==> src/rtl/seq_reg_update_arbiter_pkg.sv <==
// Shared types and width helpers for the round-robin register-update arbiter.
package seq_arb_pkg;

    typedef enum logic {
        IDLE = 1'b0,
        OWN  = 1'b1
    } arb_state_e;

    localparam int DEF_NUM_REQ   = 4;
    localparam int DEF_DATA_W    = 8;
    localparam int DEF_MAX_BURST = 4;

    // Index width never collapses to zero bits, even for a single entry.
    function automatic int idx_w(input int n);
        return (n > 1) ? $clog2(n) : 1;
    endfunction

    function automatic int cnt_w(input int max_cnt);
        return $clog2(max_cnt + 1);
    endfunction

endpackage

==> src/rtl/seq_reg_update_arbiter_if.sv <==
// Requester-side bus of the shared register arbiter: requests, data, grants and q.
interface seq_reg_update_arbiter_if #(
    parameter int NUM_REQ = 4,
    parameter int DATA_W  = 8
);
    logic [NUM_REQ-1:0]        req_i;
    logic [NUM_REQ-1:0]        lock_i;
    logic [NUM_REQ-1:0]        clr_i;
    logic [NUM_REQ*DATA_W-1:0] data_i;
    logic [NUM_REQ-1:0]        gnt_o;
    logic [DATA_W-1:0]         q_o;
    logic                      q_valid_o;
    logic                      busy_o;

    modport master (
        output req_i, lock_i, clr_i, data_i,
        input  gnt_o, q_o, q_valid_o, busy_o
    );

    modport slave (
        input  req_i, lock_i, clr_i, data_i,
        output gnt_o, q_o, q_valid_o, busy_o
    );
endinterface

==> src/rtl/seq_reg_update_arbiter_picker.sv <==
// Combinational round-robin pick: first asserted request scanning from ptr upward, wrapping.
module seq_rr_picker #(
    parameter int N  = 4,
    parameter int IW = 2
) (
    input  logic [N-1:0]  req,
    input  logic [IW-1:0] ptr,
    output logic [IW-1:0] winner,
    output logic          found
);

    logic [2*N-1:0] dbl;
    logic [N-1:0]   rot;
    int             sum;

    // Rotating the doubled vector puts the request at ptr in bit 0.
    assign dbl = {req, req};
    assign rot = N'(dbl >> ptr);

    always_comb begin
        found = 1'b0;
        sum   = 0;
        for (int k = 0; k < N; k++) begin
            if (!found && rot[k]) begin
                found = 1'b1;
                sum   = int'(ptr) + k;
            end
        end
        if (sum >= N) begin
            sum = sum - N;
        end
        winner = IW'(sum);
    end

endmodule

==> src/rtl/seq_reg_update_arbiter.sv <==
// Shares one register q among NUM_REQ requesters, round-robin with bounded lock bursts.
//
// state | meaning
// IDLE  | no owner; first requester from rr_ptr is granted on the next edge
// OWN   | owner holds the grant; its request writes q, lock may extend the burst
module seq_reg_update_arbiter
    import seq_arb_pkg::*;
#(
    parameter int NUM_REQ   = DEF_NUM_REQ,
    parameter int DATA_W    = DEF_DATA_W,
    parameter int MAX_BURST = DEF_MAX_BURST
) (
    input logic                     clk,
    input logic                     rst_n,
    seq_reg_update_arbiter_if.slave bus
);

    localparam int IW = idx_w(NUM_REQ);
    localparam int CW = cnt_w(MAX_BURST);

    arb_state_e        state;
    logic [IW-1:0]     owner;
    logic [IW-1:0]     rr_ptr;
    logic [IW-1:0]     next_ptr;
    logic [CW-1:0]     burst_cnt;
    logic [DATA_W-1:0] q;
    logic              q_valid;

    logic [IW-1:0]     idle_win;
    logic              idle_found;
    logic [IW-1:0]     rel_win;
    logic              rel_found;

    logic [DATA_W-1:0] data_arr [NUM_REQ];
    logic [NUM_REQ-1:0] gnt;
    logic              own_req;
    logic              hold;

    for (genvar g = 0; g < NUM_REQ; g++) begin : g_unpack
        assign data_arr[g] = bus.data_i[g*DATA_W +: DATA_W];
    end

    assign next_ptr = (owner == IW'(NUM_REQ - 1)) ? '0 : owner + IW'(1);
    assign own_req  = bus.req_i[owner];
    assign hold     = own_req && bus.lock_i[owner] && (burst_cnt < CW'(MAX_BURST));

    seq_rr_picker #(.N(NUM_REQ), .IW(IW)) u_idle_pick (
        .req    (bus.req_i),
        .ptr    (rr_ptr),
        .winner (idle_win),
        .found  (idle_found)
    );

    // Release pick starts just past the owner so it re-wins only when alone.
    seq_rr_picker #(.N(NUM_REQ), .IW(IW)) u_rel_pick (
        .req    (bus.req_i),
        .ptr    (next_ptr),
        .winner (rel_win),
        .found  (rel_found)
    );

    always_ff @(posedge clk or negedge rst_n) begin
        if (!rst_n) begin
            state     <= IDLE;
            owner     <= '0;
            rr_ptr    <= '0;
            burst_cnt <= '0;
            q         <= '0;
            q_valid   <= 1'b0;
        end else begin
            case (state)
                IDLE: begin
                    q_valid <= 1'b0;
                    if (idle_found) begin
                        owner     <= idle_win;
                        burst_cnt <= CW'(1);
                        state     <= OWN;
                    end
                end
                OWN: begin
                    if (own_req) begin
                        q       <= bus.clr_i[owner] ? '0 : data_arr[owner];
                        q_valid <= 1'b1;
                    end else begin
                        q_valid <= 1'b0;
                    end
                    if (hold) begin
                        burst_cnt <= burst_cnt + CW'(1);
                    end else begin
                        rr_ptr <= next_ptr;
                        if (rel_found) begin
                            owner     <= rel_win;
                            burst_cnt <= CW'(1);
                        end else begin
                            burst_cnt <= '0;
                            state     <= IDLE;
                        end
                    end
                end
                default: begin
                    state   <= IDLE;
                    q_valid <= 1'b0;
                end
            endcase
        end
    end

    always_comb begin
        gnt = '0;
        if (state == OWN) begin
            gnt[owner] = 1'b1;
        end
    end

    assign bus.gnt_o     = gnt;
    assign bus.q_o       = q;
    assign bus.q_valid_o = q_valid;
    assign bus.busy_o    = (state == OWN);

endmodule

==> src/flat_wrapper.sv <==
// flat-port wrapper written by rule: the top's interface ports become plain ports
module seq_reg_update_arbiter_flat import seq_arb_pkg::*;
#(
    parameter int NUM_REQ   = DEF_NUM_REQ,
    parameter int DATA_W    = DEF_DATA_W,
    parameter int MAX_BURST = DEF_MAX_BURST
)
  (clk, rst_n, bus_req_i, bus_lock_i, bus_clr_i, bus_data_i, bus_gnt_o, bus_q_o, bus_q_valid_o, bus_busy_o);
  seq_reg_update_arbiter_if #(.NUM_REQ(NUM_REQ), .DATA_W(DATA_W)) bus_i ();
  input logic clk;
  input logic rst_n;
  input wire logic [$bits(bus_i.req_i)-1:0] bus_req_i;
  input wire logic [$bits(bus_i.lock_i)-1:0] bus_lock_i;
  input wire logic [$bits(bus_i.clr_i)-1:0] bus_clr_i;
  input wire logic [$bits(bus_i.data_i)-1:0] bus_data_i;
  output wire logic [$bits(bus_i.gnt_o)-1:0] bus_gnt_o;
  output wire logic [$bits(bus_i.q_o)-1:0] bus_q_o;
  output wire logic [$bits(bus_i.q_valid_o)-1:0] bus_q_valid_o;
  output wire logic [$bits(bus_i.busy_o)-1:0] bus_busy_o;
  assign bus_i.req_i = bus_req_i;
  assign bus_i.lock_i = bus_lock_i;
  assign bus_i.clr_i = bus_clr_i;
  assign bus_i.data_i = bus_data_i;
  assign bus_gnt_o = bus_i.gnt_o;
  assign bus_q_o = bus_i.q_o;
  assign bus_q_valid_o = bus_i.q_valid_o;
  assign bus_busy_o = bus_i.busy_o;
  seq_reg_update_arbiter #(.NUM_REQ(NUM_REQ), .DATA_W(DATA_W), .MAX_BURST(MAX_BURST)) u_core (.clk(clk), .rst_n(rst_n), .bus(bus_i));
endmodule
==> config.mk <==
export PLATFORM = sky130hd
export DESIGN_NAME = seq_reg_update_arbiter_flat
export DESIGN_NICKNAME = d
export VERILOG_FILES = /design/src/rtl/seq_reg_update_arbiter_pkg.sv /design/src/rtl/seq_reg_update_arbiter_if.sv /design/src/rtl/seq_reg_update_arbiter_picker.sv /design/src/rtl/seq_reg_update_arbiter.sv /design/src/flat_wrapper.sv
export SDC_FILE = /design/constraint.sdc
export NUM_CORES = 1
export LEC_CHECK = 0
export BUFFER_PORTS_ARGS = -buffer_cell sky130_fd_sc_hd__clkbuf_2
export CORE_ASPECT_RATIO = 1.75
export CORE_MARGIN = 10
export CORE_UTILIZATION = 30
export CTS_CLUSTER_SIZE = 28
export DETAILED_ROUTE_END_ITERATION = 6
export HOLD_SLACK_MARGIN = 0.1
export PLACE_DENSITY = 0.57
export SYNTH_ARGS = -nofsm -noshare
export SYNTH_HDL_FRONTEND = slang
export SYNTH_SLANG_ARGS = --single-unit
==> constraint.sdc <==
create_clock -name clk -period 2.1 [get_ports clk]
set_input_delay 0.42 -clock clk [delete_from_list [all_inputs] [get_ports clk]]
set_output_delay 0.42 -clock clk [all_outputs]
set_load 0.03 [all_outputs]
== Word-level counts from Yosys, hierarchy flattened ==
Index checks and enable logic that the tools add are counted.
Storage, ports and cells
  bits in registers: 17
  latch bits: 0
  RAM bits: 0
  bits in read-only memories: 0
  bits of input ports: 46
  word-level logic and storage cells: 95
  memories kept: 0
Operators by class
  $add $sub $neg: 10
  $mul: 0
  divide/modulo/power cells: 0
  $lt $le $gt $ge: 6
  equality and inequality tests: 4
  shift operators: 2
  mux-type cells: 46
  bitwise operators: 3
  reductions and logical operators: 18
Operators with widths (number)
  32-bit 2-to-1 mux: 6
  32-bit by 4-bit >= comparator with 1-bit output (second input constant): 2
  8-bit 2-to-1 mux: 3
  1-bit 2-to-1 mux: 17
  8-bit binary-select mux with 2-bit select: 1
  2-bit 2-to-1 mux: 8
  8-bit by 2-bit >> shifter with 4-bit output: 2
  2-bit by 2-bit adder with 3-bit output (second input constant): 4
  1-bit logical AND: 9
  2-bit by 1-bit adder with 3-bit output (second input constant): 2
  1-bit binary-select mux with 2-bit select: 3
  1-bit zero test: 6
  3-bit 2-to-1 mux: 2
  3-bit case mux with 2 select lines: 1
  4-bit 2-to-1 mux: 1
  2-bit != test (second input constant): 2
  1-bit case mux with 2 select lines: 2
  2-bit case mux with 2 select lines: 1
  2-bit AND reduction: 2
  2-bit by 1-bit subtractor with 2-bit output (second input constant): 2
  3-bit by 1-bit adder with 3-bit output (second input constant): 1
  3-bit >= comparator (second input constant): 1
  2-bit by 3-bit < comparator with 1-bit output (second input constant): 1
  3-bit < comparator (second input constant): 1
  other kinds (8): 9

== Longest topological paths before layout ==
Gate-level depths: netlist of the first run.
  depth in word-level cells: 18
  depth in mapped cells: 8
  gate-level depth less buffers: 7

== Modules after synthesis ==
From an unflattened synthesis of the first run, not the netlist that was laid out.
Unflattened totals
  cells, all modules: 122
  area total of the unflattened synthesis: 1267.5 µm²
Modules (own cells, without submodules)
  seq_reg_update_arbiter: instances 1, cells an instance 98, area an instance 1119.8 µm²
  seq_rr_picker: instances 2, cells an instance 12, area an instance 73.8 µm²

== Worst setup path before layout of the first run ==
Ideal clock, no wire load.
  kind: register to register
  start point: register u_core.owner[0]
  end point: register u_core.owner[1]
  library setup time: 0.110 ns
  arrival time: 1.780 ns
  data required time: 1.990 ns
  path slack: 0.210 ns
  stages on the path, launching flop included: 9
  clock period less this slack: 1.890 ns
  cell sequence: dfrtp_1 -> buf_4 -> inv_1 -> ha_1 -> o21ai_0 -> or3b_1 -> o311ai_0 -> a21oi_1 -> o41ai_1
Between the ends
  cells in the longest elaborated chain, start to end: 18
  elaborated cells on any way between the ends: 36
Ends and longest elaborated chain
  from (decl): RTL line seq_reg_update_arbiter.sv:22  | logic [IW-1:0] owner;
  from (signal assigned): RTL line seq_reg_update_arbiter.sv:75  | owner <= idle_win;
  from (signal assigned): RTL line seq_reg_update_arbiter.sv:92  | owner <= rel_win;
  2-bit by 1-bit adder with 2-bit output or 2-bit == test (tied branches): RTL line seq_reg_update_arbiter.sv:43  | assign next_ptr = (owner == IW'(NUM_REQ - 1)) ? '0 : owner + IW'(1);
  2-bit 2-to-1 mux (*): RTL line seq_reg_update_arbiter.sv:43
  net u_core.next_ptr[1]: RTL line seq_reg_update_arbiter.sv:24  | logic [IW-1:0] next_ptr;
  8-bit by 2-bit >> shifter with 4-bit output: RTL line seq_reg_update_arbiter_picker.sv:18  | assign rot = N'(dbl >> ptr);
  1-bit 2-to-1 mux: RTL line seq_reg_update_arbiter_picker.sv:24  | if (!found && rot[k]) begin
  1-bit zero test: RTL line seq_reg_update_arbiter_picker.sv:24
  1-bit logical AND: RTL line seq_reg_update_arbiter_picker.sv:24
  1-bit 2-to-1 mux: RTL line seq_reg_update_arbiter_picker.sv:24
  (+3 left out)
  1-bit zero test: RTL line seq_reg_update_arbiter_picker.sv:24
  1-bit logical AND: RTL line seq_reg_update_arbiter_picker.sv:24
  32-bit 2-to-1 mux: RTL line seq_reg_update_arbiter_picker.sv:24
  32-bit by 4-bit >= comparator with 1-bit output or 2-bit by 1-bit subtractor with 2-bit output (tied branches): RTL line seq_reg_update_arbiter_picker.sv:29, seq_reg_update_arbiter_picker.sv:30
  2-bit 2-to-1 mux: RTL line seq_reg_update_arbiter_picker.sv:29  | if (sum >= N) begin
  2-bit 2-to-1 mux: RTL line seq_reg_update_arbiter.sv:91  | if (rel_found) begin
  2-bit 2-to-1 mux: RTL line seq_reg_update_arbiter.sv:87  | if (hold) begin
  2-bit case mux with 2 select lines: RTL line seq_reg_update_arbiter.sv:71  | case (state)
Mark *: on every way through the listed nets, which the timed path passes. The rest lies on a longest branch. The select of a mux whose other input is x is not followed.
A chain may end at the register's enable or synchronous reset.

== Final worst setup path of the first run ==
  start point: register u_core.owner[1]
  end point: register u_core.rr_ptr[1]
Between the ends
  cells in the longest elaborated chain, start to end: 6
  elaborated cells on any way between the ends: 11
Ends and longest elaborated chain
  1-bit binary-select mux with 2-bit select (on tied branches): RTL line seq_reg_update_arbiter.sv:44, seq_reg_update_arbiter.sv:45
  1-bit 2-to-1 mux (on tied branches): RTL line seq_reg_update_arbiter.sv:44, seq_reg_update_arbiter.sv:45
  1-bit logical AND (2 in a row): RTL line seq_reg_update_arbiter.sv:45  | assign hold = own_req && bus.lock_i[owner] && (burst_cnt < CW'(MAX_BURST));
  1-bit inverter (no line)
  2-bit AND reduction (no line)
  to (signal assigned): RTL line seq_reg_update_arbiter.sv:90  | rr_ptr <= next_ptr;
  to (decl): RTL line seq_reg_update_arbiter.sv:23  | logic [IW-1:0] rr_ptr;
Several ways; a longest one is shown, not always the timed one. The select of a mux whose other input is x is not followed.

==> results.rst, run 1 <==
.. list-table::
   :header-rows: 1

   * - Metric
     - Value
   * - Status
     - complete, no violations
   * - # port buffers
     - 59
   * - Filler cell count
     - 491
   * - Number of warnings printed during yosys synthesis
     - 0
   * - CP Max Fanout
     - 4
   * - Worst setup SP type
     - flop
   * - Pwr/cell area
     - 1310 nW/um^2
   * - RSZ-0062 raised after global routing
     - no
   * - Slew Viols, Final
     - 0
   * - Count of state elements after synthesis
     - 17
   * - Average detailed-routed wire length per instance
     - 16.7 um
   * - Placer Congestion
     - 0.827
   * - Cell area after synthesis
     - 1470 um^2
   * - Number of buffers inserted to repair setup after CTS
     - 0
   * - Number of antenna violations at the first check in global routing
     - 0
   * - Required time at the worst-slack endpoint
     - 2210 ps
   * - Area growth from synthesis to layout
     - 31.1%
   * - Fraction of layout instances using a drive strength above 1
     - 43.7%
   * - Final Total Pwr
     - 2520 uW
   * - Number of detailed-routing iterations run before antenna repair
     - 4
   * - HPWL after detailed placement
     - 3.88 mm
   * - Initial standard-cell utilization of the core
     - 31.2%
   * - Distinct cell type count of the synthesized netlist
     - 45
   * - Max IR drop VDD
     - 0.000680 V
   * - Cell count after synthesis
     - 148
   * - Net count after synthesis
     - 199
   * - Clk sink count
     - 17
   * - Predominant post-synthesis flop cell
     - sky130_fd_sc_hd__dfrtp_1
   * - Most instantiated library cell after synthesis
     - sky130_fd_sc_hd__nand2_1
   * - Rows
     - 33
   * - Gr ovfl total
     - 0
   * - Remaining design rule violation count
     - 0
   * - Share of the cycle needed by the critical path after routing
     - 89.9%
   * - Top cell types by occurrence after synthesis
     - sky130_fd_sc_hd__nand2_1 (19), sky130_fd_sc_hd__dfrtp_1 (17), sky130_fd_sc_hd__nand2b_1 (13), sky130_fd_sc_hd__mux4_2 (12), sky130_fd_sc_hd__o21ai_0 (12)
   * - Maximum clock skew at final layout
     - 3.67 ps
   * - Cell type with the highest aggregate area in the netlist
     - sky130_fd_sc_hd__dfrtp_1
   * - Layout net count
     - 267
   * - Startpoint of the most critical setup path
     - u_core.owner[1]$_DFFE_PN0P_
   * - Number of instances resized during post-cts repair
     - 0
   * - Pin count of the biggest net entering global routing
     - 18
   * - Ports placed on the boundary
     - 60
   * - Max-cap viol count
     - 0
   * - Mean cell area of the mapped netlist
     - 9.91 um^2
   * - Clock tree buffer depth
     - 2
   * - Slew margin rel.
     - 66.8%
   * - Die Span Y
     - 112 um
   * - CTS Buf Count
     - 3
   * - Floorplan Core Area
     - 4710 um^2
   * - Clock latency at the later pin of the worst-skew pair
     - 250 ps
   * - Share of flip-flops with an asynchronous set or reset after synthesis
     - 100%
   * - Floorplan die area
     - 8190 um^2
   * - Total routing usage reported by global routing
     - 11.1%
   * - Number of flops mapped to enable cells by yosys
     - 0
   * - Shortest period the worst path allows
     - 1890 ps
   * - Endpoint type of the worst setup path
     - flop
   * - Clock transition at path regs
     - 70 ps
   * - Number of antenna-violating nets in the routed design
     - 0
   * - Tightest Pin Transition
     - 497 ps
   * - Number of global-route vias before repair
     - 1,503
   * - Static leakage
     - 0.000904 uW
   * - Worst setup path end
     - u_core.rr_ptr[1]$_DFFE_PN0P_
   * - Wire length of the first global-routing pass
     - 7.49 mm
   * - Worst r2r dst
     - u_core.rr_ptr[1]$_DFFE_PN0P_
   * - Clock tree from TritonCTS
     - yes
   * - Seq/Total Area, Yosys
     - 29.0%
   * - R2R depth
     - 4
   * - Achievable frequency
     - 0.530 GHz
   * - Setup slack on the worst flop-to-flop path
     - 210 ps
   * - Clock root cell
     - sky130_fd_sc_hd__clkbuf_8
   * - Deepest level of the CTS H-tree
     - 1
   * - Iteration-0 DRC Markers
     - 32
   * - Start-to-end type of the worst setup path
     - flop to flop
   * - Post-Route Hold Slack
     - 97.8 ps
   * - Total Wirelength
     - 4.45 mm
   * - Count of final hold-check violations
     - 0
   * - Utilization after layout
     - 40.8%
   * - Total via count after detailed routing
     - 1,391
   * - Arrival time of the worst setup path
     - 2000 ps
   * - Synth top area cells
     - sky130_fd_sc_hd__dfrtp_1 (29%), sky130_fd_sc_hd__mux4_2 (18%), sky130_fd_sc_hd__nand2b_1 (5.5%), sky130_fd_sc_hd__nand2_1 (4.9%), sky130_fd_sc_hd__ha_1 (4.3%)
   * - Hold/Removal Path Class
     - input pin to async pin
   * - Area share of the largest cell type after synthesis
     - 29.0%
   * - Routed vias/inst
     - 5.21
   * - Post-CTS Hold Buffers
     - 0
   * - Die X-Extent
     - 72.9 um
   * - Final setup violating endpoints
     - 0
   * - Setup TNS
     - 0 ps
   * - R2R Path Start
     - u_core.owner[1]$_DFFE_PN0P_
   * - Number of antenna repair diodes
     - 0
layout by cell type, fill, tap and decap left out, types with 2 or more instances in the layout:
| cell | n |
|---|---|
| sky130_fd_sc_hd__clkbuf_8 | 3 |
| sky130_fd_sc_hd__nor3_1 | 2 |
| sky130_fd_sc_hd__nor2b_1 | 4 |
| sky130_fd_sc_hd__a21o_1 | 2 |
| sky130_fd_sc_hd__nand2_1 | 19 |
| sky130_fd_sc_hd__mux2i_1 | 2 |
| sky130_fd_sc_hd__buf_4 | 15 |
| sky130_fd_sc_hd__nand2b_1 | 13 |
| sky130_fd_sc_hd__dfrtp_1 | 17 |
| sky130_fd_sc_hd__nor2_1 | 3 |
| sky130_fd_sc_hd__inv_1 | 4 |
| sky130_fd_sc_hd__a32o_1 | 2 |
| sky130_fd_sc_hd__and2_1 | 4 |
| sky130_fd_sc_hd__o21ai_1 | 4 |
| sky130_fd_sc_hd__a21oi_1 | 7 |
| sky130_fd_sc_hd__o21ai_0 | 12 |
| sky130_fd_sc_hd__mux4_2 | 12 |
| sky130_fd_sc_hd__ha_1 | 4 |
| sky130_fd_sc_hd__clkbuf_2 | 59 |
| sky130_fd_sc_hd__mux2_1 | 2 |
layer usage:
layer | GRT usage [%] | wire (um) | vias to the layer above
met5 | 0 | 0 | -
met3 | 3.26 | 402 | 5
met4 | 3.05 | 40 | 0
met1 | 11.3 | 1600 | 654
li1 | - | - | 679
met2 | 20.6 | 2410 | 53
power breakdown:
group          switching [uW]  leakage (uW)  internal [uW]
sequential                102      0.000210            460
clock                     110     0.0000255            131
combinational             928      0.000668            785
total                    1140      0.000904           1380
layout make-up:
class / instances / area [um^2] / area share, %
clock buffers: 3 / 41.3 / 2.15
clock inverters: 1 / 5.00 / 0.260
inverters: 5 / 18.8 / 0.977
multi-input cells: 115 / 958 / 49.9
flip-flops and latches: 17 / 425 / 22.1
well taps: 52 / 65.1 / 3.39
repair buffers: 74 / 408 / 21.2
through the flow:
stage	instance area, um^2	setup slack, ps	instances
after floorplan	1470	210	148
after global placement	1870	62.4	263
after detailed placement	1870	71.8	263
after CTS	1920	162	267
after global routing	1920	1.58	267
final	1920	212	267
how the worst min path moves through the flow:
stage	cells after the start	slack (ps)	endpoint	startpoint
final	1	100	u_core.bus.q_o[7]$_DFFE_PN0P_	rst_n
after global routing	1	110	u_core.bus.q_valid_o$_DFF_PN0_	rst_n
after CTS	1	110	u_core.bus.q_o[0]$_DFFE_PN0P_	rst_n
after detailed placement	1	390	u_core.bus.q_o[0]$_DFFE_PN0P_	rst_n
after global placement	1	380	u_core.bus.q_o[0]$_DFFE_PN0P_	rst_n
after floorplan	0	120	u_core.burst_cnt[0]$_DFFE_PN0P_	rst_n
state kept, by name (all words and copies together), names as in the netlist:
signal / count
u_core.bus.q_o: 8
u_core.burst_cnt: 3
u_core.owner: 2
u_core.rr_ptr: 2
u_core.bus.busy_o: 1
u_core.bus.q_valid_o: 1
critical path: stages, from the launching register on:
cell	delay [ps]
sky130_fd_sc_hd__dfrtp_1	410
sky130_fd_sc_hd__clkinv_1	100
sky130_fd_sc_hd__mux4_2	550
sky130_fd_sc_hd__o21ai_1	280
sky130_fd_sc_hd__mux2_1	410
cells by family after synthesis:
family	Yosys count	synth area share [%]
AND/OR/NAND/NOR	51	18.4
XOR/XNOR	1	0.597
buffers and inverters	16	5.80
flip-flops	17	29.0
multiplexers	16	21.3
adder cells (fa/ha/maj)	5	4.27
AO/OA/AOI/OAI	42	20.6
Power figures use the tool's default switching activity.
==> run 2: changes to the inputs <==
CORE_UTILIZATION = 46   (was 30)
MAX_ROUTING_LAYER = met4   (was not set)
PLACE_DENSITY = 0.8   (was 0.57)
SETUP_SLACK_MARGIN = 0.05   (was not set)
==> run 2 against run 1 <==
Flip-flop and latch count is the same. Sequential power rose by 5.2%. Hold slack improved by 390 ps. Sequential share of layout area rose by 0.17 points. Clock-buffer cell count is the same. Clock skew is essentially flat. Via count up 1.9%. Core utilization is 21 points higher. Cell count down 4.1%. Routed wire length rose by 4.7%. Largest cell class unchanged. Largest power group unchanged.
==> results.rst, run 2 (synthesis results as in run 1) <==
.. list-table::
   :header-rows: 1

   * - Metric
     - Value
   * - Status
     - complete, no violations
   * - Clock transition at path regs
     - 70 ps (about the same)
   * - Slew Viols, Final
     - 0 (unchanged)
   * - Required time at the worst-slack endpoint
     - 2230 ps (+20 ps)
   * - Slew margin rel.
     - 52.3% (-15 points)
   * - Post-route cell area
     - 1910 um^2 (-0.46%)
   * - Deepest level of the CTS H-tree
     - 1 (unchanged)
   * - Final Total Pwr
     - 2550 uW (+1.4%)
   * - Worst setup path end
     - u_core.owner[0]$_DFFE_PN0P_
   * - Remaining design rule violation count
     - 0 (unchanged)
   * - Clock tree from TritonCTS
     - yes
   * - CP Max Fanout
     - 9 (+5)
   * - Floorplan die area
     - 5940 um^2 (-28%)
   * - Arrival time of the worst setup path
     - 2100 ps (+100 ps)
   * - Utilization after layout
     - 61.6% (+21 points)
   * - Routed vias/inst
     - 5.54 (+6.3%)
   * - Total via count after detailed routing
     - 1,418 (+1.9%)
   * - Average detailed-routed wire length per instance
     - 18.2 um (+9.2%)
   * - Tightest Pin Transition
     - 698 ps (+201 ps)
   * - Worst r2r dst
     - u_core.owner[0]$_DFFE_PN0P_
   * - Static leakage
     - 0.000895 uW (-1.0%)
   * - Die X-Extent
     - 62.7 um (-14%)
   * - Area post-placement
     - 1820 um^2 (-2.6%)
   * - Layout net count
     - 265 (-0.75%)
   * - Total routing usage reported by global routing
     - 16.4% (+5.3 points)
   * - Floorplan Core Area
     - 3110 um^2 (-34%)
   * - Start-to-end type of the worst setup path
     - flop to flop
   * - R2R depth
     - 7 (+3)
   * - Max IR drop VDD
     - 0.000897 V (+32%)
   * - RSZ-0062 raised after global routing
     - no
   * - Achievable frequency
     - 0.506 GHz (-4.5%)
   * - Setup TNS
     - 0 ps (unchanged)
   * - Rows
     - 27 (-18%)
   * - Fraction of layout instances using a drive strength above 1
     - 43.7% (-0.059 points)
   * - Area growth from synthesis to layout
     - 30.5%
   * - Pwr/cell area
     - 1330 nW/um^2 (+1.8%)
   * - Clock latency at the later pin of the worst-skew pair
     - 250 ps (about the same)
   * - Number of antenna violations at the first check in global routing
     - 0 (unchanged)
   * - Setup slack on the worst flop-to-flop path
     - 120 ps (-90 ps)
   * - HPWL after detailed placement
     - 3.84 mm (-1.2%)
   * - Count of final hold-check violations
     - 0 (unchanged)
   * - # port buffers
     - 59 (unchanged)
   * - Iteration-0 DRC Markers
     - 42 (+31%)
   * - Hold/Removal Path Class
     - flop to flop
   * - Number of antenna repair diodes
     - 0 (unchanged)
   * - Leading cell type in the layout, fill and taps excluded
     - sky130_fd_sc_hd__clkbuf_2
   * - Ports placed on the boundary
     - 60 (unchanged)
   * - Final setup violating endpoints
     - 0 (unchanged)
   * - Total Wirelength
     - 4.66 mm (+4.7%)
   * - Clk sink count
     - 17 (unchanged)
   * - Share of the cycle needed by the critical path after routing
     - 94.2% (+4.3 points)
   * - Highest-count cells in the layout ignoring fill and taps
     - sky130_fd_sc_hd__clkbuf_2 (59), sky130_fd_sc_hd__nand2_1 (19), sky130_fd_sc_hd__dfrtp_1 (16), sky130_fd_sc_hd__nand2b_1 (13)
   * - Startpoint of the most critical setup path
     - u_core.owner[0]$_DFFE_PN0P_
   * - CTS Buf Count
     - 3 (unchanged)
   * - Number of detailed-routing iterations run before antenna repair
     - 7 (+3)
   * - Shortest period the worst path allows
     - 1980 ps (+89.8 ps)
   * - Placer Congestion
     - 0.908 (+9.8%)
   * - Clock tree buffer depth
     - 2 (unchanged)
   * - Worst setup SP type
     - flop
   * - Gr ovfl total
     - 0 (unchanged)
   * - Pin count of the biggest net entering global routing
     - 20 (+2)
   * - Number of flip-flops in the largest register
     - 8 (unchanged)
   * - Placed Cells incl. Taps
     - 249 (-5.3%)
   * - Maximum clock skew at final layout
     - 3.44 ps (-0.228 ps)
   * - Non-filler cells, final
     - 256 (-4.1%)
   * - Clock root cell
     - sky130_fd_sc_hd__clkbuf_8
   * - Number of global-route vias before repair
     - 1,511 (+0.53%)
   * - Wire length of the first global-routing pass
     - 7.49 mm (about the same)
   * - Endpoint type of the worst setup path
     - flop
   * - R2R Path Start
     - u_core.owner[0]$_DFFE_PN0P_
   * - Initial standard-cell utilization of the core
     - 47.2% (+16 points)
   * - Max-cap viol count
     - 0 (unchanged)
   * - Number of antenna-violating nets in the routed design
     - 0 (unchanged)
   * - Die Span Y
     - 94.7 um (-16%)
-- run 2: repair_timing --
action / 4_1_cts / 5_1_grt
pin swaps: 1 / 2
endpoints found under the hold margin: 11 / 0
gates resized for setup: 0 / 3
endpoints found under the setup margin: 1 / 2
setup buffers: 0 / 2
hold buffers: 1 / 0
-- run 2: power by group --
| group | internal (uW) | switching (uW) | total, uW |
|---|---|---|---|
| clock | 133 | 116 | 249 |
| sequential | 462 | 130 | 591 |
| combinational | 767 | 944 | 1710 |
| total | 1360 | 1190 | 2550 |
-- run 2: cell type report --
type	instances	area (um^2)
sequential	17	427
tap	43	53.8
clock buffer	3	41.3
clock inverter	1	7.51
multi-input combinational	115	970
inverter	5	18.8
timing repair buffer	72	395
fill	292	1190
-- run 2: how the worst min path moves through the flow --
stage                                        from                         endpoint  slack, ps  depth (start not counted)
finish              u_core.bus.q_o[5]$_DFFE_PN0P_    u_core.bus.q_o[5]$_DFFE_PN0P_        490                          2
global route        u_core.bus.q_o[5]$_DFFE_PN0P_    u_core.bus.q_o[5]$_DFFE_PN0P_        520                          2
CTS                 u_core.bus.q_o[2]$_DFFE_PN0P_    u_core.bus.q_o[2]$_DFFE_PN0P_        500                          2
detailed placement                          rst_n    u_core.bus.q_o[3]$_DFFE_PN0P_        370                          1
global placement                            rst_n    u_core.bus.q_o[3]$_DFFE_PN0P_        370                          1
floorplan                                   rst_n  u_core.burst_cnt[0]$_DFFE_PN0P_        120                          0
-- run 2: stage by stage --
step / hold slack [ps] / worst slack, ps
after floorplan: 124 / 210
after global placement: 368 / 149
after detailed placement: 369 / 128
after CTS: 495 / 82.8
after global routing: 521 / 56.1
final: 493 / 122
-- run 2: metal layers --
| layer | GRT usage, % | part of all wire [%] | up-vias |
|---|---|---|---|
| met4 | 9.18 | 4.8 | 0 |
| met1 | 15.5 | 36 | 676 |
| met2 | 30.9 | 56 | 47 |
| li1 | - | - | 677 |
| met3 | 2.13 | 3.3 | 18 |
| met5 | - | 0 | - |
-- run 2: worst max-delay path: stages, from the launching register on --
cell and delay [ps]:
sky130_fd_sc_hd__dfrtp_1 430, sky130_fd_sc_hd__buf_4 190, sky130_fd_sc_hd__nand2b_1 210, sky130_fd_sc_hd__a2111oi_4 350
sky130_fd_sc_hd__buf_4 200, sky130_fd_sc_hd__and3b_1 180, sky130_fd_sc_hd__mux2i_1 180, sky130_fd_sc_hd__a21boi_1 110
